## src/rtl/vmem_rect_fill_pkg.sv

```systemverilog
// Shared definitions for the rectangle-fill engine: register map, CTRL bits,
// screen defaults, FSM encoding and the extent-clipping helper.
package vmem_rect_fill_pkg;

    localparam int SCREEN_W_DEF = 240;
    localparam int SCREEN_H_DEF = 240;
    localparam int COLOR_W_DEF  = 3;

    // Register word indices (reg_addr[4:2])
    localparam logic [2:0] REG_CTRL   = 3'd0;
    localparam logic [2:0] REG_X0     = 3'd1;
    localparam logic [2:0] REG_Y0     = 3'd2;
    localparam logic [2:0] REG_W      = 3'd3;
    localparam logic [2:0] REG_H      = 3'd4;
    localparam logic [2:0] REG_COLOR  = 3'd5;
    localparam logic [2:0] REG_PIXCNT = 3'd6;

    // CTRL bit positions: start on write, busy/done_sticky on read
    localparam int CTRL_START_BIT = 0;
    localparam int CTRL_BUSY_BIT  = 0;
    localparam int CTRL_DONE_BIT  = 1;

    typedef enum logic [1:0] {
        ST_IDLE  = 2'd0,
        ST_SETUP = 2'd1,
        ST_FILL  = 2'd2,
        ST_DONE  = 2'd3
    } fill_state_e;

    // Exclusive end coordinate of a span, clipped to the screen limit.
    function automatic logic [9:0] clip_end(input logic [7:0] org,
                                            input logic [8:0] size,
                                            input logic [9:0] limit);
        logic [9:0] e;
        e = {2'b00, org} + {1'b0, size};
        return (e > limit) ? limit : e;
    endfunction

endpackage

```

## src/rtl/vmem_rect_fill_if.sv

```systemverilog
// Register bus, CPU direct pixel port, merged vmem write port and status
// of the rectangle-fill engine. The engine uses the slave side.
interface vmem_rect_fill_if #(
    parameter int COLOR_W = 3
);
    logic               reg_we_i;
    logic [4:0]         reg_addr_i;
    logic [31:0]        reg_wdata_i;
    logic [31:0]        reg_rdata_o;

    logic               cpu_vmem_we_i;
    logic [15:0]        cpu_vmem_addr_i;
    logic [COLOR_W-1:0] cpu_vmem_wdata_i;

    logic               vmem_we_o;
    logic [15:0]        vmem_addr_o;
    logic [COLOR_W-1:0] vmem_wdata_o;

    logic               busy_o;
    logic               done_o;

    modport master (
        output reg_we_i, reg_addr_i, reg_wdata_i,
        output cpu_vmem_we_i, cpu_vmem_addr_i, cpu_vmem_wdata_i,
        input  reg_rdata_o, vmem_we_o, vmem_addr_o, vmem_wdata_o, busy_o, done_o
    );

    modport slave (
        input  reg_we_i, reg_addr_i, reg_wdata_i,
        input  cpu_vmem_we_i, cpu_vmem_addr_i, cpu_vmem_wdata_i,
        output reg_rdata_o, vmem_we_o, vmem_addr_o, vmem_wdata_o, busy_o, done_o
    );
endinterface

```

## src/rtl/vmem_rect_fill_wr_arb.sv

```systemverilog
// CPU-priority merger for the single vmem write port. A CPU write passes
// straight through; a fill write colliding with it is told to stall.
module vmem_wr_arb #(
    parameter int COLOR_W = 3
) (
    input  logic               cpu_we_i,
    input  logic [15:0]        cpu_addr_i,
    input  logic [COLOR_W-1:0] cpu_wdata_i,
    input  logic               fill_we_i,
    input  logic [15:0]        fill_addr_i,
    input  logic [COLOR_W-1:0] fill_wdata_i,
    output logic               vmem_we_o,
    output logic [15:0]        vmem_addr_o,
    output logic [COLOR_W-1:0] vmem_wdata_o,
    output logic               fill_stall_o
);

    // Select the winning writer; idle port drives zeros.
    always_comb begin
        vmem_we_o    = 1'b0;
        vmem_addr_o  = '0;
        vmem_wdata_o = '0;
        fill_stall_o = cpu_we_i && fill_we_i;
        if (cpu_we_i) begin
            vmem_we_o    = 1'b1;
            vmem_addr_o  = cpu_addr_i;
            vmem_wdata_o = cpu_wdata_i;
        end else if (fill_we_i) begin
            vmem_we_o    = 1'b1;
            vmem_addr_o  = fill_addr_i;
            vmem_wdata_o = fill_wdata_i;
        end
    end

endmodule

```

## src/rtl/vmem_rect_fill.sv

```systemverilog
// MMIO rectangle-fill engine: register file, fill FSM with clipped raster
// walk, pixel counter, and the CPU/fill write merge in front of vmem.
module vmem_rect_fill
    import vmem_rect_fill_pkg::*;
#(
    parameter int SCREEN_W = SCREEN_W_DEF,
    parameter int SCREEN_H = SCREEN_H_DEF,
    parameter int COLOR_W  = COLOR_W_DEF
) (
    input  logic              clk_i,
    input  logic              rst_i,
    vmem_rect_fill_if.slave   bus
);

    localparam logic [9:0] SCR_W = 10'(SCREEN_W);
    localparam logic [9:0] SCR_H = 10'(SCREEN_H);

    fill_state_e        state_q, state_d;
    logic [7:0]         x0_q, x0_d, y0_q, y0_d;
    logic [8:0]         w_q, w_d, h_q, h_d;
    logic [COLOR_W-1:0] color_q, color_d;
    // Working copies latched at start so reprogramming cannot disturb a fill
    logic [7:0]         lx0_q, lx0_d, ly0_q, ly0_d;
    logic [8:0]         lw_q, lw_d, lh_q, lh_d;
    logic [COLOR_W-1:0] lcolor_q, lcolor_d;
    logic [9:0]         xe_q, xe_d, ye_q, ye_d;
    logic [7:0]         cx_q, cx_d, cy_q, cy_d;
    logic [16:0]        pixcnt_q, pixcnt_d;
    logic               done_sticky_q, done_sticky_d;
    logic               busy_q, busy_d;
    logic               done_q, done_d;
    logic [31:0]        rdata_q, rdata_d;

    logic [2:0]         reg_sel;
    logic               start_req;
    logic               fill_we;
    logic               fill_stall;
    logic               unused_bits;

    assign reg_sel     = bus.reg_addr_i[4:2];
    assign start_req   = bus.reg_we_i && (reg_sel == REG_CTRL) &&
                         bus.reg_wdata_i[CTRL_START_BIT];
    // Reset gates the fill immediately so no pixel lands in the reset cycle
    assign fill_we     = (state_q == ST_FILL) && !rst_i;
    assign unused_bits = ^{bus.reg_wdata_i[31:9], bus.reg_addr_i[1:0]};

    vmem_wr_arb #(.COLOR_W(COLOR_W)) u_arb (
        .cpu_we_i     (bus.cpu_vmem_we_i),
        .cpu_addr_i   (bus.cpu_vmem_addr_i),
        .cpu_wdata_i  (bus.cpu_vmem_wdata_i),
        .fill_we_i    (fill_we),
        .fill_addr_i  ({cy_q, cx_q}),
        .fill_wdata_i (lcolor_q),
        .vmem_we_o    (bus.vmem_we_o),
        .vmem_addr_o  (bus.vmem_addr_o),
        .vmem_wdata_o (bus.vmem_wdata_o),
        .fill_stall_o (fill_stall)
    );

    assign bus.busy_o      = busy_q;
    assign bus.done_o      = done_q;
    assign bus.reg_rdata_o = rdata_q;

    // Next-state logic: register writes, FSM walk, counters and read mux.
    always_comb begin
        state_d       = state_q;
        x0_d          = x0_q;
        y0_d          = y0_q;
        w_d           = w_q;
        h_d           = h_q;
        color_d       = color_q;
        lx0_d         = lx0_q;
        ly0_d         = ly0_q;
        lw_d          = lw_q;
        lh_d          = lh_q;
        lcolor_d      = lcolor_q;
        xe_d          = xe_q;
        ye_d          = ye_q;
        cx_d          = cx_q;
        cy_d          = cy_q;
        pixcnt_d      = pixcnt_q;
        done_sticky_d = done_sticky_q;

        if (bus.reg_we_i) begin
            case (reg_sel)
                REG_CTRL:  done_sticky_d = 1'b0;
                REG_X0:    x0_d    = bus.reg_wdata_i[7:0];
                REG_Y0:    y0_d    = bus.reg_wdata_i[7:0];
                REG_W:     w_d     = bus.reg_wdata_i[8:0];
                REG_H:     h_d     = bus.reg_wdata_i[8:0];
                REG_COLOR: color_d = bus.reg_wdata_i[COLOR_W-1:0];
                default: ;
            endcase
        end

        case (state_q)
            ST_IDLE: begin
                if (start_req) begin
                    state_d  = ST_SETUP;
                    lx0_d    = x0_q;
                    ly0_d    = y0_q;
                    lw_d     = w_q;
                    lh_d     = h_q;
                    lcolor_d = color_q;
                    pixcnt_d = '0;
                end
            end
            ST_SETUP: begin
                xe_d = clip_end(lx0_q, lw_q, SCR_W);
                ye_d = clip_end(ly0_q, lh_q, SCR_H);
                if ((lw_q == 9'd0) || (lh_q == 9'd0) ||
                    ({2'b00, lx0_q} >= SCR_W) || ({2'b00, ly0_q} >= SCR_H)) begin
                    state_d = ST_DONE;
                end else begin
                    cx_d    = lx0_q;
                    cy_d    = ly0_q;
                    state_d = ST_FILL;
                end
            end
            ST_FILL: begin
                if (!fill_stall) begin
                    pixcnt_d = pixcnt_q + 17'd1;
                    if ({2'b00, cx_q} == xe_q - 10'd1) begin
                        cx_d = lx0_q;
                        if ({2'b00, cy_q} == ye_q - 10'd1) begin
                            state_d = ST_DONE;
                        end else begin
                            cy_d = cy_q + 8'd1;
                        end
                    end else begin
                        cx_d = cx_q + 8'd1;
                    end
                end
            end
            ST_DONE: begin
                done_sticky_d = 1'b1;
                state_d       = ST_IDLE;
            end
            default: state_d = ST_IDLE;
        endcase

        busy_d = (state_d != ST_IDLE);
        done_d = (state_d == ST_DONE);

        rdata_d = '0;
        case (reg_sel)
            REG_CTRL: begin
                rdata_d[CTRL_BUSY_BIT] = busy_q;
                rdata_d[CTRL_DONE_BIT] = done_sticky_q;
            end
            REG_X0:     rdata_d = {24'b0, x0_q};
            REG_Y0:     rdata_d = {24'b0, y0_q};
            REG_W:      rdata_d = {23'b0, w_q};
            REG_H:      rdata_d = {23'b0, h_q};
            REG_COLOR:  rdata_d = {{(32-COLOR_W){1'b0}}, color_q};
            REG_PIXCNT: rdata_d = {15'b0, pixcnt_q};
            default:    rdata_d = '0;
        endcase
    end

    // State register; reset returns everything to zero / IDLE.
    always_ff @(posedge clk_i) begin
        if (rst_i) begin
            state_q       <= ST_IDLE;
            x0_q          <= '0;
            y0_q          <= '0;
            w_q           <= '0;
            h_q           <= '0;
            color_q       <= '0;
            lx0_q         <= '0;
            ly0_q         <= '0;
            lw_q          <= '0;
            lh_q          <= '0;
            lcolor_q      <= '0;
            xe_q          <= '0;
            ye_q          <= '0;
            cx_q          <= '0;
            cy_q          <= '0;
            pixcnt_q      <= '0;
            done_sticky_q <= 1'b0;
            busy_q        <= 1'b0;
            done_q        <= 1'b0;
            rdata_q       <= '0;
        end else begin
            state_q       <= state_d;
            x0_q          <= x0_d;
            y0_q          <= y0_d;
            w_q           <= w_d;
            h_q           <= h_d;
            color_q       <= color_d;
            lx0_q         <= lx0_d;
            ly0_q         <= ly0_d;
            lw_q          <= lw_d;
            lh_q          <= lh_d;
            lcolor_q      <= lcolor_d;
            xe_q          <= xe_d;
            ye_q          <= ye_d;
            cx_q          <= cx_d;
            cy_q          <= cy_d;
            pixcnt_q      <= pixcnt_d;
            done_sticky_q <= done_sticky_d;
            busy_q        <= busy_d;
            done_q        <= done_d;
            rdata_q       <= rdata_d;
        end
    end

endmodule

```

## src/flat_wrapper.sv

```systemverilog
// flat-port wrapper written by rule: the top's interface ports become plain ports
module vmem_rect_fill_flat import vmem_rect_fill_pkg::*;
#(
    parameter int SCREEN_W = SCREEN_W_DEF,
    parameter int SCREEN_H = SCREEN_H_DEF,
    parameter int COLOR_W  = COLOR_W_DEF
)
  (clk_i, rst_i, bus_reg_we_i, bus_reg_addr_i, bus_reg_wdata_i, bus_cpu_vmem_we_i, bus_cpu_vmem_addr_i, bus_cpu_vmem_wdata_i, bus_reg_rdata_o, bus_vmem_we_o, bus_vmem_addr_o, bus_vmem_wdata_o, bus_busy_o, bus_done_o);
  vmem_rect_fill_if #(.COLOR_W(COLOR_W)) bus_i ();
  input  logic clk_i;
  input  logic rst_i;
  input wire logic [$bits(bus_i.reg_we_i)-1:0] bus_reg_we_i;
  input wire logic [$bits(bus_i.reg_addr_i)-1:0] bus_reg_addr_i;
  input wire logic [$bits(bus_i.reg_wdata_i)-1:0] bus_reg_wdata_i;
  input wire logic [$bits(bus_i.cpu_vmem_we_i)-1:0] bus_cpu_vmem_we_i;
  input wire logic [$bits(bus_i.cpu_vmem_addr_i)-1:0] bus_cpu_vmem_addr_i;
  input wire logic [$bits(bus_i.cpu_vmem_wdata_i)-1:0] bus_cpu_vmem_wdata_i;
  output wire logic [$bits(bus_i.reg_rdata_o)-1:0] bus_reg_rdata_o;
  output wire logic [$bits(bus_i.vmem_we_o)-1:0] bus_vmem_we_o;
  output wire logic [$bits(bus_i.vmem_addr_o)-1:0] bus_vmem_addr_o;
  output wire logic [$bits(bus_i.vmem_wdata_o)-1:0] bus_vmem_wdata_o;
  output wire logic [$bits(bus_i.busy_o)-1:0] bus_busy_o;
  output wire logic [$bits(bus_i.done_o)-1:0] bus_done_o;
  assign bus_i.reg_we_i = bus_reg_we_i;
  assign bus_i.reg_addr_i = bus_reg_addr_i;
  assign bus_i.reg_wdata_i = bus_reg_wdata_i;
  assign bus_i.cpu_vmem_we_i = bus_cpu_vmem_we_i;
  assign bus_i.cpu_vmem_addr_i = bus_cpu_vmem_addr_i;
  assign bus_i.cpu_vmem_wdata_i = bus_cpu_vmem_wdata_i;
  assign bus_reg_rdata_o = bus_i.reg_rdata_o;
  assign bus_vmem_we_o = bus_i.vmem_we_o;
  assign bus_vmem_addr_o = bus_i.vmem_addr_o;
  assign bus_vmem_wdata_o = bus_i.vmem_wdata_o;
  assign bus_busy_o = bus_i.busy_o;
  assign bus_done_o = bus_i.done_o;
  vmem_rect_fill #(.SCREEN_W(SCREEN_W), .SCREEN_H(SCREEN_H), .COLOR_W(COLOR_W)) u_core (.clk_i(clk_i), .rst_i(rst_i), .bus(bus_i));
endmodule
```

## config.mk

```make
export PLATFORM = sky130hd
export DESIGN_NAME = vmem_rect_fill_flat
export DESIGN_NICKNAME = d
export VERILOG_FILES = /design/src/rtl/vmem_rect_fill_pkg.sv /design/src/rtl/vmem_rect_fill_if.sv /design/src/rtl/vmem_rect_fill_wr_arb.sv /design/src/rtl/vmem_rect_fill.sv /design/src/flat_wrapper.sv
export SDC_FILE = /design/constraint.sdc
export NUM_CORES = 1
export LEC_CHECK = 0
export BUFFER_PORTS_ARGS = -buffer_cell sky130_fd_sc_hd__buf_2
export CAP_MARGIN = 20
export CORE_ASPECT_RATIO = 0.75
export CORE_MARGIN = 5
export CORE_UTILIZATION = 64
export CTS_BUF_LIST = sky130_fd_sc_hd__clkbuf_4 sky130_fd_sc_hd__clkbuf_8
export CTS_CLUSTER_DIAMETER = 120
export DETAILED_ROUTE_END_ITERATION = 8
export GPL_TIMING_DRIVEN = 0
export PLACE_DENSITY = 0.86
export REMOVE_ABC_BUFFERS = 1
export SLEW_MARGIN = 20
export SYNTH_ARGS = -nofsm -noshare
export SYNTH_HDL_FRONTEND = slang
export SYNTH_HIERARCHICAL = 1
export SYNTH_SLANG_ARGS = --single-unit
```

## constraint.sdc

```tcl
create_clock -name clk_i -period 6.2 [get_ports clk_i]
set_input_delay 0.31 -clock clk_i [delete_from_list [all_inputs] [get_ports clk_i]]
set_output_delay 0.31 -clock clk_i [all_outputs]
set_load 0.1 [all_outputs]
```

==> flow_metrics.env <==
export IMPL_tritoncts="done"
export IMPL_cp_end_kind="output pin"
export IMPL_rsz0062_at_grt="no"
export IMPL_worstSetupPathType="reg2out"
export IMPL_holdCritPathClass="in2reg"
export IMPL_crit_arrival_ns=4.07
export IMPL_grt_max_degree=73
export IMPL_critPathLaunchType="register"
export IMPL_reg2reg_depth=10
export IMPL_required_ns=5.89
export IMPL_mostFrequentLayoutCells="171 x nand2_1, 149 x dfxtp_1, 92 x a21oi_1"
export IMPL_placed_area_sq_um=8210
export IMPL_muxShareOfSynthArea=0.04058
export IMPL_fp_row_count=35
export IMPL_async_reset_ff_frac=0
export IMPL_total_power_mw=2.316
export IMPL_vdd_drop_max_mv=0.2343
export IMPL_cellPowerDensity_nw_per_um2=268.4
export IMPL_synth_top_area_frac=0.3794
export IMPL_r2r_start="u_core/state_q[0]$_SDFF_PP0_"
export IMPL_numPortBuffers=73
export IMPL_hold_depth=3
export IMPL_hold_viol=0
export IMPL_cts_buffers=17
export IMPL_final_core_util=0.7087
export IMPL_coreArea_sq_um=12170
export IMPL_synth_avg_cell_area_sq_um=8.182
export IMPL_setup_viol=0
export IMPL_path_max_fanout=18
export IMPL_wl_per_cell_um=17.15
export IMPL_grt_pass1_vias=6667
export IMPL_clkLatencyLatePin_ns=0.44
export IMPL_r2r_slack_ns=2.31
export IMPL_syn_inst=961
export IMPL_wl_um=20230
export IMPL_area_growth_pct=9.739
export IMPL_hold_path_startpoint="bus_reg_wdata_i[8]"
export IMPL_synthDistinctLibCells=75
export IMPL_via_per_inst=6.184
export IMPL_grt_pass1_wl_um=33110
export IMPL_fmax_ghz=0.2282
export IMPL_clock_sinks=149
export IMPL_die_area_sq_um=14630
export IMPL_clock_skew_ns=0.01127
export IMPL_drt_pass1_iter_count=8
export IMPL_cts_setup_buffers=0
export IMPL_grt_overflow=0
export IMPL_cellLeakagePower_nw=3.335
export IMPL_fin_nets=1088
export IMPL_clkTransAtPathRegs_ns=0.09
export IMPL_yosys_area_top_type="dfxtp_1"
export IMPL_gp_congestion=0.9218
export IMPL_yosys_top_cells_area="dfxtp_1 38%, nand2_1 8.2%, a21oi_1 5.9%"
export IMPL_tightest_slew_ns=0.9164
export IMPL_period_share=0.7067
export IMPL_cts_buffer_depth=2
export IMPL_ys_seq_area_frac=0.3794
export IMPL_status="finished, final reports clean"
export IMPL_holdBufCountCts=0
export IMPL_dr_first_iter_drc_count=1037
export IMPL_dr_total_vias=7297
export IMPL_synthFlopType="dfxtp_1"
export IMPL_synth_top_family_by_area="simple AND/OR/NAND/NOR gates"
export IMPL_clockRootBuffer="clkbuf_8"
export IMPL_max_cap_violations=0
export IMPL_route_detailed_drc=0
export IMPL_synth_compound_area_frac=0.2018
export IMPL_yosys_area_share_simple=0.2354
export IMPL_dp_hpwl_um=13990
export IMPL_antenna_cells=0
export IMPL_startpoint="u_core/state_q[0]$_SDFF_PP0_"
export IMPL_h_tree_depth=4
export IMPL_yosysWarnings=6
export IMPL_n_fill_cell=959
export IMPL_ys_ff_latch=149
export IMPL_grt_usage=0.2800
export IMPL_die_x_um=138.0
export IMPL_drtAntennaViolNets=0
export IMPL_whs_ns=0.1189
export IMPL_synth_edf_count=0
export IMPL_min_period_ns=4.381
export IMPL_top_level_ports=114
export IMPL_syn_area_sq_um=7863
export IMPL_slew_headroom=0.3884
export IMPL_ctsResizeCount=0
export IMPL_finalSetupTns_ns=0
export IMPL_final_common_cell="nand2_1"
export IMPL_final_area_sq_um=8628
export IMPL_die_h_um=106.0
export IMPL_final_max_slew_violation_count=0
export IMPL_antenna_found_initial=0
export IMPL_synth_fa_ha_area_frac=0.04488
export IMPL_drive_above_1_share=0.1420
export IMPL_yosys_area_share_xor_xnor=0.04344
export IMPL_start_util=0.6458
-- stage by stage --
stage / std cells / worst slack, ns
global placement: 1145 / 1.899
finish: 1180 / 1.819
detailed placement: 1148 / 2.367
global route: 1180 / 1.485
floorplan: 906 / 2.182
CTS: 1180 / 1.900
-- registers in the layout, summed over array words and instances (netlist names), 2 cells and up --
name	flops
u_core/bus.reg_rdata_o	17
u_core/color_q	3
u_core/cx_q	8
u_core/cy_q	8
u_core/h_q	9
u_core/lcolor_q	3
u_core/lh_q	9
u_core/lw_q	9
u_core/lx0_q	8
u_core/ly0_q	8
u_core/pixcnt_q	17
u_core/state_q	2
u_core/w_q	9
u_core/x0_q	8
u_core/xe_q	10
u_core/y0_q	8
u_core/ye_q	10
-- per-layer routing --
| layer | vias up | global-route usage | routed length, um |
|---|---|---|---|
| li1 | 3459 | - | - |
| met1 | 3410 | 0.3982 | 8844 |
| met2 | 378 | 0.4290 | 9059 |
| met3 | 50 | 0.06386 | 1894 |
| met4 | 0 | 0.07264 | 434 |
| met5 | - | 0 | 0 |
-- area by class of cell --
class                           count  area (sq um)  area share
Sequential cell                   149          2983      0.3457
Inverter                           22         82.58    0.009571
Multi-Input combinational cell    735          4527      0.5247
Clock inverter                     15         180.2     0.02088
Timing Repair Buffer               76         414.1     0.04800
Clock buffer                       17         234.0     0.02712
Tap cell                          166         207.7     0.02407
-- cells in the mapped netlist (9+ instances only) --
cell      instances
and2_1           21
a21oi_1          92
o21ai_0          20
inv_1            21
nor3_1           26
a22o_1           17
dfxtp_1         149
nand4_1          12
a31oi_1           9
ha_1             25
nor2_1           61
or3_1            16
buf_4            15
nand2b_1         11
clkbuf_1         44
mux2i_1          24
xor2_1           24
xnor2_1          15
nand2_1         171
nor2b_1          11
nand3_1          20
-- where the power goes --
group | total [mW] | switching, mW | internal (mW) | leakage [nW]
clock network | 0.788 | 0.388 | 0.400 | 0.202
registers | 1.03 | 0.0453 | 0.988 | 1.20
logic | 0.494 | 0.344 | 0.149 | 1.93
-- cell families after synthesis --
| family | after synthesis |
|---|---|
| other cells | 1 |
| simple gates | 390 |
| xor+xnor | 39 |
| buf+inv | 91 |
| fa+ha+maj | 27 |
| compound gates | 234 |
| flops | 149 |
| mux | 30 |
-- worst max-delay path: stages, from the launching register on --
cell      delay, ns
dfxtp_1        0.37
inv_1          0.11
ha_1           0.64
clkinv_1       0.66
nor2_1         0.51
nor2b_2        0.68
a22o_1         0.22
buf_2          0.42
-- final timing paths --
path                                 end
max                   bus_vmem_addr_o[6]
min           u_core/h_q[8]$_SDFFE_PP0P_
max reg2reg  u_core/cy_q[1]$_SDFFE_PP0P_
min reg2reg  u_core/lh_q[0]$_SDFFE_PP0P_
Note: power is estimated with default switching activity, not from simulation.
